`config.mk`:
```
export PLATFORM = sky130hd
export DESIGN_NAME = vector_element_sequencer_flat
export DESIGN_NICKNAME = d
export VERILOG_FILES = /design/src/rtl/vector_element_sequencer_if.sv /design/src/rtl/vector_element_sequencer.sv /design/src/flat_wrapper.sv
export SDC_FILE = /design/constraint.sdc
export NUM_CORES = 1
export LEC_CHECK = 0
export CORE_ASPECT_RATIO = 0.9
export CORE_MARGIN = 2
export CORE_UTILIZATION = 35
export CTS_BUF_LIST = sky130_fd_sc_hd__clkbuf_4 sky130_fd_sc_hd__clkbuf_8 sky130_fd_sc_hd__clkbuf_16
export DETAILED_ROUTE_END_ITERATION = 7
export SYNTH_ARGS = -nofsm -noshare
export SYNTH_HDL_FRONTEND = slang
export SYNTH_SLANG_ARGS = --single-unit
```
`constraint.sdc`:
```
create_clock -name SYS_clk -period 3.7 [get_ports SYS_clk]
set_input_delay 0.37 -clock SYS_clk [delete_from_list [all_inputs] [get_ports SYS_clk]]
set_output_delay 0.37 -clock SYS_clk [all_outputs]
set_load 0.02 [all_outputs]
```
`src/rtl/vector_element_sequencer_if.sv`:
```
// Issue, configuration, element-descriptor and write-back signals of the
// vector element sequencer. The sequencer uses the slave side.
interface vector_element_sequencer_if #(
  parameter int VLEN = 128
) ();
  logic            op_valid;
  logic            op_ready;
  logic [4:0]      op_vd;
  logic [4:0]      op_vs1;
  logic [4:0]      op_vs2;
  logic            op_vm;
  logic            op_kill;
  logic [31:0]     cfg_vl;
  logic [31:0]     cfg_vstart;
  logic            cfg_vill;
  logic [2:0]      cfg_vsew;
  logic [2:0]      cfg_vlmul;
  logic [VLEN-1:0] cfg_masks;
  logic            elem_valid;
  logic            elem_ready;
  logic [31:0]     elem_idx;
  logic [4:0]      elem_vd_reg;
  logic [4:0]      elem_vs1_reg;
  logic [4:0]      elem_vs2_reg;
  logic [31:0]     elem_bit_off;
  logic [31:0]     elem_width;
  logic            elem_active;
  logic            vstart_we;
  logic [31:0]     new_vstart;
  logic            done;
  logic            trap;

  modport master (
    output op_valid, op_vd, op_vs1, op_vs2, op_vm, op_kill,
    output cfg_vl, cfg_vstart, cfg_vill, cfg_vsew, cfg_vlmul, cfg_masks,
    output elem_ready,
    input  op_ready, elem_valid, elem_idx, elem_vd_reg, elem_vs1_reg, elem_vs2_reg,
    input  elem_bit_off, elem_width, elem_active, vstart_we, new_vstart, done, trap
  );

  modport slave (
    input  op_valid, op_vd, op_vs1, op_vs2, op_vm, op_kill,
    input  cfg_vl, cfg_vstart, cfg_vill, cfg_vsew, cfg_vlmul, cfg_masks,
    input  elem_ready,
    output op_ready, elem_valid, elem_idx, elem_vd_reg, elem_vs1_reg, elem_vs2_reg,
    output elem_bit_off, elem_width, elem_active, vstart_we, new_vstart, done, trap
  );
endinterface

```
`src/rtl/vector_element_sequencer.sv`:
```
// Walks the elements of one vector op from vstart to min(vl, VLMAX), emitting a
// registered per-element descriptor, then writes vstart back on finish or kill.
module vector_element_sequencer #(
  parameter int VLEN = 128
) (
  input logic                       SYS_clk,
  input logic                       SYS_reset_n,
  vector_element_sequencer_if.slave bus
);
  localparam int LOG2_VLEN = $clog2(VLEN);

  typedef enum logic [1:0] {
    S_IDLE = 2'd0,
    S_RUN  = 2'd1,
    S_FIN  = 2'd2,
    S_TRAP = 2'd3
  } state_t;

  state_t          r_state;
  state_t          w_state_nxt;

  logic [31:0]     r_idx;
  logic [31:0]     r_end;
  logic [2:0]      r_sew_log;
  logic [3:0]      r_epr_log;
  logic [4:0]      r_vd;
  logic [4:0]      r_vs1;
  logic [4:0]      r_vs2;
  logic            r_vm;
  logic [VLEN-1:0] r_masks;
  logic [4:0]      r_vd_reg;
  logic [4:0]      r_vs1_reg;
  logic [4:0]      r_vs2_reg;
  logic [31:0]     r_bit_off;
  logic [31:0]     r_width;
  logic            r_active;
  logic            r_killed;
  logic [31:0]     r_new_vstart;

  logic            w_illegal;
  logic [2:0]      w_sew_log;
  logic [1:0]      w_g_log;
  logic [3:0]      w_epr_log;
  logic [31:0]     w_vlmax;
  logic [31:0]     w_end;
  logic            w_accept;
  logic            w_hs;
  logic            w_last;
  logic            w_load;
  logic            w_fin_kill;
  logic [31:0]     w_fin_vstart;

  logic [31:0]     w_d_idx;
  logic [2:0]      w_d_sew;
  logic [3:0]      w_d_epr;
  logic [4:0]      w_d_vd;
  logic [4:0]      w_d_vs1;
  logic [4:0]      w_d_vs2;
  logic            w_d_vm;
  logic            w_d_mbit;
  logic [4:0]      w_d_grp;

  // vtype decode; SEW and group size are kept as log2 so all scaling is shifts
  always_comb begin
    w_illegal = bus.cfg_vill;
    w_sew_log = 3'd3;
    w_g_log   = 2'd0;
    case (bus.cfg_vsew)
      3'b000:  w_sew_log = 3'd3;
      3'b001:  w_sew_log = 3'd4;
      3'b010:  w_sew_log = 3'd5;
      default: w_illegal = 1'b1;
    endcase
    case (bus.cfg_vlmul)
      3'b000:  w_g_log = 2'd0;
      3'b001:  w_g_log = 2'd1;
      3'b010:  w_g_log = 2'd2;
      3'b011:  w_g_log = 2'd3;
      3'b100:  w_illegal = 1'b1;
      default: w_g_log = 2'd0;
    endcase
  end

  assign w_epr_log = 4'(LOG2_VLEN) - {1'b0, w_sew_log};
  assign w_vlmax   = 32'd1 << (w_epr_log + {2'b00, w_g_log});
  assign w_end     = (bus.cfg_vl < w_vlmax) ? bus.cfg_vl : w_vlmax;

  assign w_accept  = bus.op_valid && (r_state == S_IDLE);
  assign w_hs      = (r_state == S_RUN) && bus.elem_ready;
  assign w_last    = (r_idx + 32'd1) == r_end;

  always_ff @(posedge SYS_clk or negedge SYS_reset_n) begin
    if (!SYS_reset_n) r_state <= S_IDLE;
    else              r_state <= w_state_nxt;
  end

  always_comb begin
    w_state_nxt  = r_state;
    w_load       = 1'b0;
    w_fin_kill   = 1'b0;
    w_fin_vstart = 32'd0;
    case (r_state)
      S_IDLE: begin
        if (w_accept) begin
          if (w_illegal)                    w_state_nxt = S_TRAP;
          else if (bus.cfg_vstart >= w_end) w_state_nxt = S_FIN;
          else begin
            w_state_nxt = S_RUN;
            w_load      = 1'b1;
          end
        end
      end
      S_RUN: begin
        // retiring the last element wins over a kill in the same cycle
        if (w_hs && w_last) begin
          w_state_nxt = S_FIN;
        end else if (bus.op_kill) begin
          w_state_nxt  = S_FIN;
          w_fin_kill   = 1'b1;
          w_fin_vstart = w_hs ? (r_idx + 32'd1) : r_idx;
        end else if (w_hs) begin
          w_load = 1'b1;
        end
      end
      S_FIN:   w_state_nxt = S_IDLE;
      S_TRAP:  w_state_nxt = S_IDLE;
      default: w_state_nxt = S_IDLE;
    endcase
  end

  // Next descriptor source: issue-time values on accept, latched op state after
  always_comb begin
    if (r_state == S_IDLE) begin
      w_d_idx  = bus.cfg_vstart;
      w_d_sew  = w_sew_log;
      w_d_epr  = w_epr_log;
      w_d_vd   = bus.op_vd;
      w_d_vs1  = bus.op_vs1;
      w_d_vs2  = bus.op_vs2;
      w_d_vm   = bus.op_vm;
      w_d_mbit = bus.cfg_masks[bus.cfg_vstart[LOG2_VLEN-1:0]];
    end else begin
      w_d_idx  = r_idx + 32'd1;
      w_d_sew  = r_sew_log;
      w_d_epr  = r_epr_log;
      w_d_vd   = r_vd;
      w_d_vs1  = r_vs1;
      w_d_vs2  = r_vs2;
      w_d_vm   = r_vm;
      w_d_mbit = r_masks[w_d_idx[LOG2_VLEN-1:0]];
    end
  end

  assign w_d_grp = 5'(w_d_idx >> w_d_epr);

  always_ff @(posedge SYS_clk or negedge SYS_reset_n) begin
    if (!SYS_reset_n) begin
      r_idx        <= '0;
      r_end        <= '0;
      r_sew_log    <= '0;
      r_epr_log    <= '0;
      r_vd         <= '0;
      r_vs1        <= '0;
      r_vs2        <= '0;
      r_vm         <= 1'b0;
      r_masks      <= '0;
      r_vd_reg     <= '0;
      r_vs1_reg    <= '0;
      r_vs2_reg    <= '0;
      r_bit_off    <= '0;
      r_width      <= '0;
      r_active     <= 1'b0;
      r_killed     <= 1'b0;
      r_new_vstart <= '0;
    end else begin
      r_killed     <= w_fin_kill;
      r_new_vstart <= w_fin_vstart;
      if (w_accept) begin
        r_end     <= w_end;
        r_sew_log <= w_sew_log;
        r_epr_log <= w_epr_log;
        r_vd      <= bus.op_vd;
        r_vs1     <= bus.op_vs1;
        r_vs2     <= bus.op_vs2;
        r_vm      <= bus.op_vm;
        r_masks   <= bus.cfg_masks;
      end
      if (w_load) begin
        r_idx     <= w_d_idx;
        r_vd_reg  <= w_d_vd + w_d_grp;
        r_vs1_reg <= w_d_vs1 + w_d_grp;
        r_vs2_reg <= w_d_vs2 + w_d_grp;
        r_bit_off <= (w_d_idx & ((32'd1 << w_d_epr) - 32'd1)) << w_d_sew;
        r_width   <= 32'd1 << w_d_sew;
        r_active  <= w_d_vm | w_d_mbit;
      end
    end
  end

  assign bus.op_ready     = (r_state == S_IDLE);
  assign bus.elem_valid   = (r_state == S_RUN);
  assign bus.elem_idx     = r_idx;
  assign bus.elem_vd_reg  = r_vd_reg;
  assign bus.elem_vs1_reg = r_vs1_reg;
  assign bus.elem_vs2_reg = r_vs2_reg;
  assign bus.elem_bit_off = r_bit_off;
  assign bus.elem_width   = r_width;
  assign bus.elem_active  = r_active;
  assign bus.vstart_we    = (r_state == S_FIN);
  assign bus.new_vstart   = r_new_vstart;
  assign bus.done         = (r_state == S_FIN) && !r_killed;
  assign bus.trap         = (r_state == S_TRAP);
endmodule

```
`src/flat_wrapper.sv`:
```
// flat-port wrapper written by rule: the top's interface ports become plain ports
module vector_element_sequencer_flat 
#(
  parameter int VLEN = 128
)
  (SYS_clk, SYS_reset_n, bus_op_valid, bus_op_vd, bus_op_vs1, bus_op_vs2, bus_op_vm, bus_op_kill, bus_cfg_vl, bus_cfg_vstart, bus_cfg_vill, bus_cfg_vsew, bus_cfg_vlmul, bus_cfg_masks, bus_elem_ready, bus_op_ready, bus_elem_valid, bus_elem_idx, bus_elem_vd_reg, bus_elem_vs1_reg, bus_elem_vs2_reg, bus_elem_bit_off, bus_elem_width, bus_elem_active, bus_vstart_we, bus_new_vstart, bus_done, bus_trap);
  vector_element_sequencer_if #(.VLEN(VLEN)) bus_i ();
  input logic SYS_clk;
  input logic SYS_reset_n;
  input wire logic [$bits(bus_i.op_valid)-1:0] bus_op_valid;
  input wire logic [$bits(bus_i.op_vd)-1:0] bus_op_vd;
  input wire logic [$bits(bus_i.op_vs1)-1:0] bus_op_vs1;
  input wire logic [$bits(bus_i.op_vs2)-1:0] bus_op_vs2;
  input wire logic [$bits(bus_i.op_vm)-1:0] bus_op_vm;
  input wire logic [$bits(bus_i.op_kill)-1:0] bus_op_kill;
  input wire logic [$bits(bus_i.cfg_vl)-1:0] bus_cfg_vl;
  input wire logic [$bits(bus_i.cfg_vstart)-1:0] bus_cfg_vstart;
  input wire logic [$bits(bus_i.cfg_vill)-1:0] bus_cfg_vill;
  input wire logic [$bits(bus_i.cfg_vsew)-1:0] bus_cfg_vsew;
  input wire logic [$bits(bus_i.cfg_vlmul)-1:0] bus_cfg_vlmul;
  input wire logic [$bits(bus_i.cfg_masks)-1:0] bus_cfg_masks;
  input wire logic [$bits(bus_i.elem_ready)-1:0] bus_elem_ready;
  output wire logic [$bits(bus_i.op_ready)-1:0] bus_op_ready;
  output wire logic [$bits(bus_i.elem_valid)-1:0] bus_elem_valid;
  output wire logic [$bits(bus_i.elem_idx)-1:0] bus_elem_idx;
  output wire logic [$bits(bus_i.elem_vd_reg)-1:0] bus_elem_vd_reg;
  output wire logic [$bits(bus_i.elem_vs1_reg)-1:0] bus_elem_vs1_reg;
  output wire logic [$bits(bus_i.elem_vs2_reg)-1:0] bus_elem_vs2_reg;
  output wire logic [$bits(bus_i.elem_bit_off)-1:0] bus_elem_bit_off;
  output wire logic [$bits(bus_i.elem_width)-1:0] bus_elem_width;
  output wire logic [$bits(bus_i.elem_active)-1:0] bus_elem_active;
  output wire logic [$bits(bus_i.vstart_we)-1:0] bus_vstart_we;
  output wire logic [$bits(bus_i.new_vstart)-1:0] bus_new_vstart;
  output wire logic [$bits(bus_i.done)-1:0] bus_done;
  output wire logic [$bits(bus_i.trap)-1:0] bus_trap;
  assign bus_i.op_valid = bus_op_valid;
  assign bus_i.op_vd = bus_op_vd;
  assign bus_i.op_vs1 = bus_op_vs1;
  assign bus_i.op_vs2 = bus_op_vs2;
  assign bus_i.op_vm = bus_op_vm;
  assign bus_i.op_kill = bus_op_kill;
  assign bus_i.cfg_vl = bus_cfg_vl;
  assign bus_i.cfg_vstart = bus_cfg_vstart;
  assign bus_i.cfg_vill = bus_cfg_vill;
  assign bus_i.cfg_vsew = bus_cfg_vsew;
  assign bus_i.cfg_vlmul = bus_cfg_vlmul;
  assign bus_i.cfg_masks = bus_cfg_masks;
  assign bus_i.elem_ready = bus_elem_ready;
  assign bus_op_ready = bus_i.op_ready;
  assign bus_elem_valid = bus_i.elem_valid;
  assign bus_elem_idx = bus_i.elem_idx;
  assign bus_elem_vd_reg = bus_i.elem_vd_reg;
  assign bus_elem_vs1_reg = bus_i.elem_vs1_reg;
  assign bus_elem_vs2_reg = bus_i.elem_vs2_reg;
  assign bus_elem_bit_off = bus_i.elem_bit_off;
  assign bus_elem_width = bus_i.elem_width;
  assign bus_elem_active = bus_i.elem_active;
  assign bus_vstart_we = bus_i.vstart_we;
  assign bus_new_vstart = bus_i.new_vstart;
  assign bus_done = bus_i.done;
  assign bus_trap = bus_i.trap;
  vector_element_sequencer #(.VLEN(VLEN)) u_core (.SYS_clk(SYS_clk), .SYS_reset_n(SYS_reset_n), .bus(bus_i));
endmodule
```
# == Word level (Yosys, flattened, before mapping) ==
# Cells that the tools add are included.
# word_totals
output_inout_bits,149
regBits,330
word_cells,95
in_bits,220
# op_classes
reduce_logical,10
bitwise_logic,2
shift,5
muxes,37
n_eq_ne,12
magnitude_cmp,4
add_sub_neg,7
# ops
operator,count
32-bit two-way mux,6
1-bit by 4-bit << shifter with 32-bit output (first input constant),2
32-bit by 1-bit adder with 32-bit output (second input constant),1
32-bit AND,1
32-bit equality test,1
32-bit >= comparator,1
32-bit less-than comparator,1
1-bit by 3-bit << shifter with 32-bit output (first input constant),1
32-bit by 3-bit << shifter with 32-bit output,1
32-bit by 4-bit right shift with 5-bit output,1
32-bit by 1-bit subtractor with 32-bit output (second input constant),1
7-bit by 8-bit less-than comparator with 1-bit output (second input constant),2
5-bit adder,3
1-bit two-way mux,15
5-bit two-way mux,3
1-bit binary-select mux with 7-bit select,2
2-bit case mux with 3 select lines,2
2-bit two-way mux,5
3-bit by 2-bit equality test with 1-bit output (second input constant),3
3-bit by 1-bit equality test with 1-bit output (second input constant),2
3-bit case mux with 2 select lines,1
4-bit by 2-bit adder with 4-bit output,1
2-bit equality test (second input constant),2
1-bit logical AND,4
other kinds (15),15

# == Depth between registers and ports, before layout ==
# Gate-level depths: netlist (run 1).
# logic_depth
depth_word,12
depth_mapped,33
mapped_depth_nobuf,30

# == Least setup slack after synthesis (run 1) ==
# Ideal clock, no wire load.
# synth_path
path_type,in2reg
from,in bus_cfg_vsew[1]
to,"reg u_core.r_idx[30], in the netlist u_core.bus.elem_idx[30]"
path_buffers,1
setup_ns,0.128
t_arrival_ns,5.937
required_time_ns,3.572
path_stages,30
path_slack_ns,-2.365
path_cell_list,nor3b_1 ha_1 inv_1 fa_1 inv_1 nor2_1 nor2_1 nand3_1 o21a_1 nor3_1 inv_1 ha_1 nor2b_1 o21ai_0 nand2b_1 a21oi_1 nor2_1 nor3_2 mux2_2 ha_1 nand2b_1 a21o_1 a21oi_1 o31a_1 o31ai_1 a21oi_1 a31o_2 nor2_8 buf_6 mux2_1
# synth_via
elab_chain_cells,12
word_cells_on_any_way,17
cone_classes,add/sub: 2; order compare: 2; eq/ne: 2; shift: 1; mux: 8; reduce/logical: 2
# synth_lines
item,line,rtl
start: declaration,flat_wrapper.sv:19,input wire logic [$bits(bus_i.cfg_vsew)-1:0] bus_cfg_vsew;
3-bit by 2-bit equality test with 1-bit output / 3-bit by 1-bit equality test with 1-bit output (equally long branches),vector_element_sequencer.sv:68,case (bus.cfg_vsew)
3-bit case mux with 2 select lines (*),vector_element_sequencer.sv:68,
3-bit by 3-bit subtractor with 4-bit output (*),vector_element_sequencer.sv:84,"assign w_epr_log = 4'(LOG2_VLEN) - {1'b0, w_sew_log};"
4-bit by 2-bit adder with 4-bit output (*),vector_element_sequencer.sv:85,"assign w_vlmax = 32'd1 << (w_epr_log + {2'b00, w_g_log});"
1-bit by 4-bit << shifter with 32-bit output (*),vector_element_sequencer.sv:85,
32-bit less-than comparator,vector_element_sequencer.sv:86,assign w_end = (bus.cfg_vl < w_vlmax) ? bus.cfg_vl : w_vlmax;
32-bit two-way mux (*),vector_element_sequencer.sv:86,
via u_core.w_end[0],vector_element_sequencer.sv:45,logic [31:0] w_end;
32-bit >= comparator (*),vector_element_sequencer.sv:106,else if (bus.cfg_vstart >= w_end) w_state_nxt = S_FIN;
1-bit two-way mux (*),vector_element_sequencer.sv:106,
1-bit two-way mux (*),vector_element_sequencer.sv:105,if (w_illegal) w_state_nxt = S_TRAP;
1-bit two-way mux (*),vector_element_sequencer.sv:104,if (w_accept) begin
1-bit case mux with 2 select lines (*),vector_element_sequencer.sv:102,case (r_state)
end signal: assignment,vector_element_sequencer.sv:189,r_idx <= w_d_idx;
end: declaration,vector_element_sequencer.sv:22,logic [31:0] r_idx;
# The timed path passes the listed nets; every way through them passes the cells marked *.
# A chain may end at the register's enable or synchronous reset.

# == Final worst setup path (run 1) ==
# layout_path
from,in bus_cfg_vsew[2]
to,"reg u_core.r_bit_off[15], in the netlist u_core.bus.elem_bit_off[15]"
# layout_via
elab_chain_cells,12
word_cells_on_any_way,23
cone_classes,add/sub: 3; order compare: 2; eq/ne: 2; shift: 3; mux: 10; bitwise: 1; reduce/logical: 2
# layout_lines
item,line,rtl
3-bit by 2-bit equality test with 1-bit output / 3-bit by 1-bit equality test with 1-bit output (equally long branches),vector_element_sequencer.sv:68,
3-bit case mux with 2 select lines (*),vector_element_sequencer.sv:68,
3-bit by 3-bit subtractor with 4-bit output (*),vector_element_sequencer.sv:84,
via u_core.w_epr_log[0],vector_element_sequencer.sv:43,logic [3:0] w_epr_log;
4-bit by 2-bit adder with 4-bit output (*),vector_element_sequencer.sv:85,
1-bit by 4-bit << shifter with 32-bit output (*),vector_element_sequencer.sv:85,
32-bit less-than comparator,vector_element_sequencer.sv:86,
32-bit two-way mux (*),vector_element_sequencer.sv:86,
via u_core.w_end[0],vector_element_sequencer.sv:45,
32-bit >= comparator (*),vector_element_sequencer.sv:106,
1-bit two-way mux (*),vector_element_sequencer.sv:106,
1-bit two-way mux (*),vector_element_sequencer.sv:105,
1-bit two-way mux (*),vector_element_sequencer.sv:104,
1-bit case mux with 2 select lines (*),vector_element_sequencer.sv:102,
end signal: assignment,vector_element_sequencer.sv:193,r_bit_off <= (w_d_idx & ((32'd1 << w_d_epr) - 32'd1)) << w_d_sew;
end: declaration,vector_element_sequencer.sv:34,logic [31:0] r_bit_off;
# Marks and branches as above.

==> flow_summary_export.csv, run 1 <==
group,metric,value,unit
run_status,status,"finished with violations",
run_status,violations,"setup timing",
worst_setup_path,worst-endpoint-required,4.12,ns
worst_setup_path,path_class,"input port to flop",
worst_setup_path,reg2reg_depth,16,
logic_synthesis,syn_inst,2080,
worst_setup_path,worstSetupStartpoint,"bus_cfg_vsew[2]",
clock_network,root_buffer,"clkbuf_16",
floorplan,start_util,35.57,%
worst_setup_path,crit_slowest_cell,"fa_2",
worst_setup_path,crit-reg2reg-launch,"u_core.bus.elem_idx[0]",
worst_hold_path,min_from,"bus_cfg_vsew[1]",
drt,wl_per_cell,20.83,um
grt,antenna_found_initial,10,
place,dp_hpwl,50890,um
power,seq_power_share,25.1,%
layout,largest_reg_flops,128,
clock_network,cts.path.max_buffers,3,
power,p_sw,8.858,mW
grt,overflow,0,
logic_synthesis,syn_avg_cell_area,9.107,um2
floorplan,die_height,224.7,um
power,power_frac_clock,17.9,%
sta,fin_crit,5.589,ns
clock_network,clk_pin_slew,0.06,ns
place,place_congestion,0.9591,
floorplan,core_region_area,53250,um2
power,powerDensity,798.3,nW/um2
layout,nets,2895,
sta,setup_slack,-1.889,ns
drt,drcViolationCount,0,
power,cellLeakagePower,12.10,nW
worst_setup_path,crit_fanout,6,
drt,wirelength,69510,um
floorplan,io_pins,369,
worst_setup_path,cpPeakStageDelay,0.39,ns
clock_network,cts_made_buffers,37,
sta,rsz0062_at_grt,"true",
power,p_int,12.47,mW
sta,fin_hold_ws,0.3563,ns
flow_run,drv_cap,0,
clock_network,h-tree-depth,2,
sta,slew_headroom,37.81,%
drt,drtPass1Iterations,5,
drt,ant_nets,0,
layout,drive_gt1_share,20.76,%
worst_setup_path,critPathLaunchType,"input port",
drt,initialDrtViolationCount,1372,
grt,grt_max_degree,193,
worst_hold_path,whs_path_depth,5,
drt,vias,17670,
power,swShare,41.53,%
sta,final_hold_viol_count,0,
sta,worstMarginPinSlew,0.9328,ns
place,placement.io_buffers,344,
logic_synthesis,ys_seq_elements,303,
logic_synthesis,yosysWarnings,0,
layout,syn_to_final_growth,41.07,%
clock_network,cts_tree,"built",
power,p_total,21.33,mW
floorplan,die_w,249.2,um
logic_synthesis,ys_types,80,
layout,fillers,4898,
logic_synthesis,synth_area,18940,um2
worst_hold_path,hold_path_class,"input port to flop",
layout,regMostFlops,"u_core.r_masks",
worst_setup_path,arrival,6.01,ns
grt,grt_pass1_wl,105000,um
power,max-vdd-ir-drop,0.0004253,V
power,pwr-share-comb,57.0,%
floorplan,rows,80,
grt,grtUsageTotal,24.32,%
logic_synthesis,yosysSeqAreaShare,40.03,%
logic_synthesis,synth_edf_count,0,
grt,grt_pass1_vias,17910,
sta,setup_viol,91,
sta,fmax,0.1789,GHz
worst_setup_path,end_kind,"flop",
sta,finalClockSkew,0.02583,ns
sta,final_max_slew_viol_count,0,
clock_network,cts.sinks,303,
drt,routed_via_density,5.294,
logic_synthesis,synth_top_flop_cell,"dfrtp_1",
worst_setup_path,rrSetupSlack,-0.09,ns
logic_synthesis,async_flop_share,100.0,%
sta,fin_crit_sh,151.1,%
clock_network,clk_latency,0.57,ns
floorplan,die_area,56000,um2
==> logic make-up (layout without fill, tap and decap cells) <==
group / after synthesis / count (layout) / synth area share [%]
other: 2 / 45 / 0.03965
DFF: 303 / 303 / 40.03
and+or+nand+nor: 935 / 935 / 21.28
muxes: 179 / 179 / 14.27
xor gates and xnor gates: 95 / 95 / 4.538
adders and majority gates: 69 / 69 / 4.716
AOI/OAI and AO/OA: 287 / 287 / 9.941
buffers and inverters: 210 / 727 / 5.192
==> metal layers <==
metal	global-route usage (%)	vias to the layer above	routed length, um
met5	0	-	66
met4	10.12	10	2774
met3	5.601	143	5088
met2	40.21	631	32950
met1	30.75	8718	28630
li1	-	8165	-
==> repair_timing <==
action / CTS / global route
hold endpoints to repair: 91 / 0
hold buffers: 1 / 0
resized for setup: 60 / 66
buffers inserted: 21 / 5
pin swaps: 18 / 29
endpoints found under the setup margin: 139 / 138
cloned: 2 / 4
==> power groups by stage <==
stage          clock [mW]  combinational [mW]  sequential [mW]
3_3_place_gp            0                11.7             5.32
2_1_floorplan           0                6.69             5.60
5_1_grt              4.04                13.2             5.49
3_5_place_dp            0                11.8             5.37
6_report             3.82                12.2             5.34
4_1_cts              3.90                12.0             5.32
==> worst max-delay path: cells and delay by family <==
family / cells / cell delay [ns]
multiplexers: 2 / 0.64
buffers and inverters: 9 / 1.04
AO/OA/AOI/OAI: 7 / 1.07
AND/OR/NAND/NOR: 13 / 1.77
adder cells (fa/ha/maj): 4 / 1.10
==> layout make-up <==
| cell class | instances | area [um2] | area share, % |
|---|---|---|---|
| Antenna cell | 5 | 12.51 | 0.04683 |
| Clock buffer | 51 | 1067 | 3.994 |
| Clock inverter | 17 | 203.9 | 0.7633 |
| Inverter | 51 | 191.4 | 0.7164 |
| Multi-Input combinational cell | 1605 | 11060 | 41.39 |
| Sequential cell | 303 | 7586 | 28.39 |
| Tap cell | 697 | 872.1 | 3.264 |
| Timing Repair Buffer | 608 | 5727 | 21.43 |
==> cells in the mapped netlist (all sizes together), types with 4 or more instances <==
| master | instances | area [um2] |
|---|---|---|
| xnor2 | 67 | 586.8 |
| a21oi | 81 | 405.4 |
| o21ai | 55 | 275.3 |
| o211ai | 4 | 30.03 |
| or2 | 11 | 68.82 |
| ha | 65 | 813.3 |
| and4 | 5 | 43.79 |
| nor2b | 11 | 68.82 |
| xor2 | 26 | 227.7 |
| o21a | 5 | 37.54 |
| or4 | 9 | 71.32 |
| nand2 | 589 | 2211 |
| o22ai | 14 | 87.58 |
| nand4 | 25 | 156.4 |
| and2 | 27 | 168.9 |
| fa | 4 | 80.08 |
| nand2b | 7 | 43.79 |
| and3 | 8 | 50.05 |
| o2111ai | 7 | 61.31 |
| a22oi | 18 | 135.1 |
| buf | 68 | 449.2 |
| mux2i | 45 | 450.4 |
| a31oi | 6 | 37.54 |
| a211oi | 18 | 135.1 |
| mux4 | 66 | 1486 |
| mux2 | 68 | 765.7 |
| nor4 | 13 | 93.84 |
| nor3 | 39 | 200.2 |
| clkbuf | 91 | 342.8 |
| o2bb2ai | 19 | 166.4 |
| a21o | 24 | 180.2 |
| dfrtp | 303 | 7582 |
| or3 | 7 | 43.79 |
| nor2 | 147 | 570.6 |
| nand3 | 26 | 147.7 |
| inv | 51 | 191.4 |
==> placed cells by master, fill, tap and decap left out, drive strengths merged, types with 8 or more instances in the layout <==
cell type | netlist | routed
a21o | 24 | 24
and3 | 8 | 8
nor2b | 11 | 11
o2bb2ai | 19 | 19
nor2 | 147 | 147
o21ai | 55 | 55
mux4 | 66 | 66
and2 | 27 | 27
nand3 | 26 | 26
or4 | 9 | 9
a211oi | 18 | 18
inv | 51 | 54
conb | 2 | 40
dfrtp | 303 | 303
clkbuf | 91 | 55
buf | 68 | 265
nand2 | 589 | 589
nand4 | 25 | 25
nor4 | 13 | 13
mux2i | 45 | 45
xor2 | 26 | 26
xnor2 | 67 | 67
clkdlybuf4s50 | 0 | 335
or2 | 11 | 11
ha | 65 | 65
nor3 | 39 | 39
mux2 | 68 | 68
o22ai | 14 | 14
a21oi | 81 | 81
a22oi | 18 | 18
==> final timing paths <==
kind / end
max in group asynchronous: u_core.r_masks[86]
setup reg to reg: u_core.bus.elem_vs2_reg[4]
min in group asynchronous: u_core.r_end[19]
setup / recovery: u_core.bus.elem_bit_off[15]
hold / removal: u_core.r_state[0]
hold reg to reg: u_core.r_vs1[2]
==> per-stage QoR <==
stage                     instance area [um2]  TNS [ns]  util, %  cells  setup slack [ns]
after detailed placement                24620   -270.35    46.23   3232            -2.894
after CTS                               26290   -155.55    49.37   3324            -1.808
after global placement                  24620   -250.58    46.23   3232            -2.685
after floorplan                         19210   -159.11        -   2118            -1.808
after global routing                    26720   -187.29    50.17   3336            -2.136
final                                   26720   -163.34    50.18   3337            -1.889
Power figures use the tool's default switching activity.
==> inputs of run 2 (changes only) <==
==> constraint.sdc (replaced) <==
create_clock -name SYS_clk -period 3.7 [get_ports SYS_clk]
set_input_delay 0.74 -clock SYS_clk [delete_from_list [all_inputs] [get_ports SYS_clk]]
set_output_delay 0.74 -clock SYS_clk [all_outputs]
set_load 0.02 [all_outputs]
==> flow_summary_export.csv, run 2 (synthesis results as in run 1) <==
group,metric,value,unit
run_status,status,"finished with violations",
run_status,violations,"setup timing",
layout,multi_input_area,11470,um2
sta,setup_viol,103,
clock_network,clk_pin_slew,0.06,ns
sta,worstMarginPinSlew,0.9971,ns
floorplan,die_area,56000,um2
worst_setup_path,worst-endpoint-required,4.15,ns
layout,seq_area,7585,um2
worst_setup_path,end_kind,"flop",
sta,final_hold_viol_count,0,
sta,setup_slack,-2.145,ns
worst_setup_path,rrSetupSlack,-0.14,ns
sta,final_max_slew_viol_count,0,
grt,antenna_found_initial,6,
floorplan,die_w,249.2,um
worst_setup_path,critPathLaunchType,"input port",
drt,ant_nets,0,
place,dpl_cell_area,24820,um2
layout,fillers,4795,
place,placement.io_buffers,344,
sta,fin_crit,5.845,ns
layout,final_area,27770,um2
drt,drcViolationCount,0,
drt,wirelength,71330,um
floorplan,core_region_area,53250,um2
worst_setup_path,cpPeakStageDelay,0.42,ns
place,place_inst,3255,
sta,fin_hold_ws,0.1135,ns
power,cellLeakagePower,12.61,nW
place,dp_hpwl,51280,um
power,max-vdd-ir-drop,0.0004067,V
grt,grt_pass1_wl,108800,um
worst_setup_path,crit_fanout,6,
flow_run,drv_cap,0,
drt,routed_via_density,5.296,
grt,grt_max_degree,193,
floorplan,start_util,35.57,%
power,powerDensity,793.5,nW/um2
worst_setup_path,path_class,"input port to flop",
layout,nets,2940,
layout,syn_to_final_growth,46.61,%
drt,wl_per_cell,21.12,um
floorplan,die_height,224.7,um
clock_network,cts_made_buffers,38,
grt,overflow,0,
worst_hold_path,hold_path_class,"input port to async pin",
worst_setup_path,critPathBufInv,8,
layout,drive_gt1_share,23.95,%
sta,finalClockSkew,0.02090,ns
power,p_total,22.04,mW
clock_network,cts_tree,"built",
floorplan,rows,80,
drt,initialDrtViolationCount,1424,
drt,vias,17890,
worst_setup_path,crit_slowest_cell,"fa_2",
layout,largest_reg_flops,128,
layout,mostFrequentLayoutCells,"nand2_1, clkdlybuf4s50_1, dfrtp_1",
layout,regMostFlops,"u_core.r_masks",
sta,final.setup.tns,-186.36,ns
place,place_congestion,0.9550,
drt,drtPass1Iterations,6,
grt,grt_pass1_vias,18320,
clock_network,cts.sinks,303,
layout,layout_commonest_cell,"nand2_1",
layout,stdcell_count,3377,
floorplan,io_pins,369,
sta,fin_crit_sh,158.0,%
worst_setup_path,crit_family,"simple AND/OR/NAND/NOR gates",
clock_network,clk_latency,0.58,ns
clock_network,root_buffer,"clkbuf_16",
worst_setup_path,arrival,6.29,ns
sta,rsz0062_at_grt,"true",
clock_network,h-tree-depth,2,
grt,grtUsageTotal,25.06,%
clock_network,cts.path.max_buffers,3,
sta,slew_headroom,33.52,%
sta,fmax,0.1711,GHz
run 2: changes by cell type in the layout (fill, tap and decap cells not counted), moves of 9 or more:
cell / delta
buf_4: +14
mux2i_4: +9
o21ai_0: -18
mux2_2: -16
buf_6: +16
o21ai_1: +10
mux2_1: -16
mux2_4: +32
run 2: stage by stage:
stage / worst slack, ns / util [%]
after floorplan: -2.178 / -
after global placement: -3.065 / 46.60
after detailed placement: -3.333 / 46.60
after CTS: -2.200 / 51.01
after global routing: -2.341 / 52.15
final: -2.145 / 52.15
run 2: layer usage:
| layer | up-vias | track usage [%] | wire length, um |
|---|---|---|---|
| li1 | 8255 | - | - |
| met1 | 8816 | 32.17 | 29580 |
| met2 | 704 | 42.66 | 34570 |
| met3 | 106 | 4.722 | 4982 |
| met4 | 4 | 8.337 | 2172 |
| met5 | - | 0 | 29 |
run 2: worst paths after layout:
path | start | depth (start not counted) | to
max in group asynchronous | SYS_reset_n | 2 | u_core.r_masks[15]
hold reg to reg | u_core.r_masks[115] | 2 | u_core.r_masks[115]
setup / recovery | bus_cfg_vsew[2] | 33 | u_core.bus.elem_vs1_reg[3]
hold / removal | SYS_reset_n | 1 | u_core.bus.new_vstart[12]
min in group SYS_clk | u_core.r_masks[115] | 2 | u_core.r_masks[115]
setup reg to reg | u_core.bus.elem_idx[0] | 16 | u_core.bus.elem_vs2_reg[4]
run 2: where the power goes:
part	switching, mW	leakage, nW	internal (mW)
clock	1.57	0.644	2.37
sequential	0.831	3.87	4.54
combinational	6.64	8.09	6.08
run 2: area by class of cell:
class	instances	share of cell area (%)
flip-flops and latches	303	27.31
repair buffers	652	22.78
multi-input cells	1605	41.29
inverters	51	0.6893
diodes	4	0.03604
well taps	697	3.140
clock buffers	51	3.933
clock inverters	14	0.8245
run 2: worst register-to-register path, stage by stage, from the launching register on:
cell and delay [ns]:
dfrtp_2 0.47, ha_4 0.21, and3_1 0.19, and2_1 0.18
xnor2_1 0.12, o21ai_0 0.46, nand2_1 0.11, o21ai_0 0.14
buf_4 0.16, o22ai_1 0.07, a211oi_1 0.43, buf_4 0.22
ha_1 0.24, a21oi_1 0.21, xnor2_1 0.12, xnor2_1 0.13
mux2_4 0.27
run 2: timing repair:
item / 4_1_cts / 5_1_grt
hold buffers: 0 / 0
endpoints found under the setup margin: 107 / 139
cloned: 7 / 4
buffers inserted: 31 / 16
gates resized for setup: 162 / 100
pin swaps: 28 / 44
==> inputs of run 3 (changes only) <==
--- a/config.mk
+++ b/config.mk
@@ -8,8 +8,9 @@
 export CORE_ASPECT_RATIO = 0.9
 export CORE_MARGIN = 2
 export CORE_UTILIZATION = 35
-export CTS_BUF_LIST = sky130_fd_sc_hd__clkbuf_4 sky130_fd_sc_hd__clkbuf_8 sky130_fd_sc_hd__clkbuf_16
+export CTS_BUF_LIST = sky130_fd_sc_hd__clkbuf_8
 export DETAILED_ROUTE_END_ITERATION = 7
+export SKIP_CTS_REPAIR_TIMING = 1
 export SYNTH_ARGS = -nofsm -noshare
 export SYNTH_HDL_FRONTEND = slang
 export SYNTH_SLANG_ARGS = --single-unit
==> flow_summary_export.csv, run 3 (synthesis results as in run 1) <==
group,metric,value,unit
power,p_sw,9.024,mW
layout,syn_to_final_growth,44.42,%
power,p_total,21.40,mW
sta,final_max_slew_viol_count,0,
drt,routed_via_density,5.269,
layout,layout_commonest_cell,"nand2_1",
grt,overflow,0,
place,dp_hpwl,51280,um
floorplan,core_region_area,53250,um2
power,powerDensity,782.4,nW/um2
drt,drcViolationCount,0,
worst_setup_path,arrival,6.38,ns
clock_network,cts_tree,"built",
sta,rsz0062_at_grt,"true",
grt,grt_pass1_wl,105400,um
worst_setup_path,crit_cells,32,
clock_network,clk_pin_slew,0.07,ns
worst_setup_path,crit_fanout,7,
power,seq_power_share,25.1,%
worst_setup_path,crit-reg2reg-launch,"u_core.bus.elem_idx[0]",
run_status,violations,"setup timing",
run_status,status,"finished with violations",
clock_network,root_buffer,"clkbuf_8",
worst_setup_path,worst-endpoint-required,4.23,ns
drt,vias,17890,
clock_network,cts.sinks,303,
drt,wl_per_cell,20.90,um
floorplan,die_height,224.7,um
power,power_frac_clock,15.8,%
floorplan,die_area,56000,um2
place,placement.io_buffers,344,
floorplan,start_util,35.57,%
layout,nets,2939,
worst_setup_path,cpPeakStageDelay,0.36,ns
grt,grt_max_degree,193,
sta,worstMarginPinSlew,0.9712,ns
layout,largest_reg_flops,128,
worst_hold_path,hold_path_class,"input port to async pin",
power,cellLeakagePower,12.51,nW
worst_setup_path,end_kind,"flop",
clock_network,cts.path.max_buffers,3,
clock_network,h-tree-depth,2,
drt,wirelength,70990,um
power,swShare,42.16,%
worst_setup_path,reg2reg_depth,16,
worst_setup_path,worstSetupStartpoint,"bus_cfg_vsew[1]",
clock_network,cts_made_buffers,57,
power,p_int,12.38,mW
clock_network,clk_latency,0.70,ns
sta,fmax,0.1710,GHz
sta,slew_headroom,35.26,%
layout,final_util,51.37,%
floorplan,rows,80,
place,place_congestion,0.9550,
drt,drtPass1Iterations,6,
layout,mostFrequentLayoutCells,"nand2_1, clkdlybuf4s50_1, dfrtp_1",
power,max-vdd-ir-drop,0.0004075,V
sta,fin_crit_sh,158.1,%
worst_setup_path,critPathBufInv,9,
worst_setup_path,crit_family,"compound AO/OA/AOI/OAI gates",
flow_run,drv_cap,0,
sta,finalClockSkew,0.05481,ns
layout,regMostFlops,"u_core.r_masks",
power,pwr-share-comb,59.1,%
layout,multi_input_area,11480,um2
grt,grtUsageTotal,24.18,%
floorplan,die_w,249.2,um
sta,final_hold_viol_count,0,
grt,antenna_found_initial,6,
grt,grt_pass1_vias,18080,
sta,fin_crit,5.849,ns
layout,seq_area,7585,um2
worst_setup_path,crit_slowest_cell,"fa_2",
worst_setup_path,critPathLaunchType,"input port",
layout,drive_gt1_share,23.27,%
floorplan,io_pins,369,
drt,ant_nets,0,
sta,setup_slack,-2.149,ns
layout,fillers,4895,
drt,initialDrtViolationCount,1352,
sta,setup_viol,98,
worst_setup_path,path_class,"input port to flop",
-- run 3: cell types whose count changed in the layout (fill, tap and decap cells not counted), moves of 4 or more --
cell / change
clkbuf_8: +61
clkbuf_16: -34
inv_1: +25
buf_6: -9
o21ai_0: +8
buf_16: -6
clkbuf_4: -6
clkinv_2: +6
mux2_4: -6
buf_8: -5
o21ai_1: -5
buf_4: -4
-- run 3: final cells by class --
class / count / area share [%]
repair buffers: 632 / 22.10
clock inverters: 36 / 0.8462
well taps: 697 / 3.188
clock buffers: 68 / 3.421
diodes: 4 / 0.03659
multi-input cells: 1605 / 41.98
inverters: 51 / 0.6998
flip-flops and latches: 303 / 27.73
-- run 3: power groups by stage --
stage / registers (mW) / clock network (mW) / logic [mW]
floorplan: 5.60 / 0 / 6.69
global placement: 5.33 / 0 / 11.7
detailed placement: 5.38 / 0 / 11.9
CTS: 5.33 / 3.47 / 11.9
global route: 5.50 / 3.61 / 13.7
finish: 5.37 / 3.38 / 12.7
-- run 3: worst reg2reg max path, cell delays in order, from the launching register on --
cell      delay [ns]
dfrtp_2         0.47
ha_4            0.21
and3_1          0.19
and2_1          0.18
xnor2_1         0.12
o21ai_0         0.44
nand2_1         0.11
o21ai_0         0.14
buf_4           0.16
o22ai_1         0.07
a211oi_1        0.44
buf_4           0.22
ha_1            0.24
a21oi_1         0.21
xnor2_1         0.12
xnor2_1         0.13
mux2_4          0.27
-- run 3: path summary, 6_finish.rpt --
kind / endpoint / slack (ns)
setup / recovery: u_core.bus.elem_bit_off[27] / -2.15
hold / removal: u_core.r_end[13] / 0.02
setup reg to reg: u_core.bus.elem_vs2_reg[4] / -0.13
hold reg to reg: u_core.r_masks[94] / 0.47
max in group asynchronous: u_core.r_masks[3] / 2.76
min in group SYS_clk: u_core.r_masks[94] / 0.47
-- run 3: through the flow --
stage | setup TNS, ns | cell area (um2) | hold slack [ns] | worst slack (ns) | cells
after CTS | -243.51 | 25980 | -0.004228 | -2.667 | 3359
final | -187.40 | 27360 | 0.01690 | -2.149 | 3396
after detailed placement | -318.59 | 24820 | 0.4588 | -3.333 | 3255
after floorplan | -197.39 | 19210 | 0.4403 | -2.178 | 2118
after global routing | -201.77 | 27350 | 0.03666 | -2.291 | 3395
after global placement | -294.49 | 24820 | 0.4524 | -3.065 | 3255
-- run 3: routing by layer --
layer  track usage [%]  wire (um)  vias to the layer above
met5                 0         25                        -
met2             40.81      34090                      670
met3             4.768       4745                      141
met4             8.434       2495                        4
met1             31.01      29630                     8804
li1                  -          -                     8273
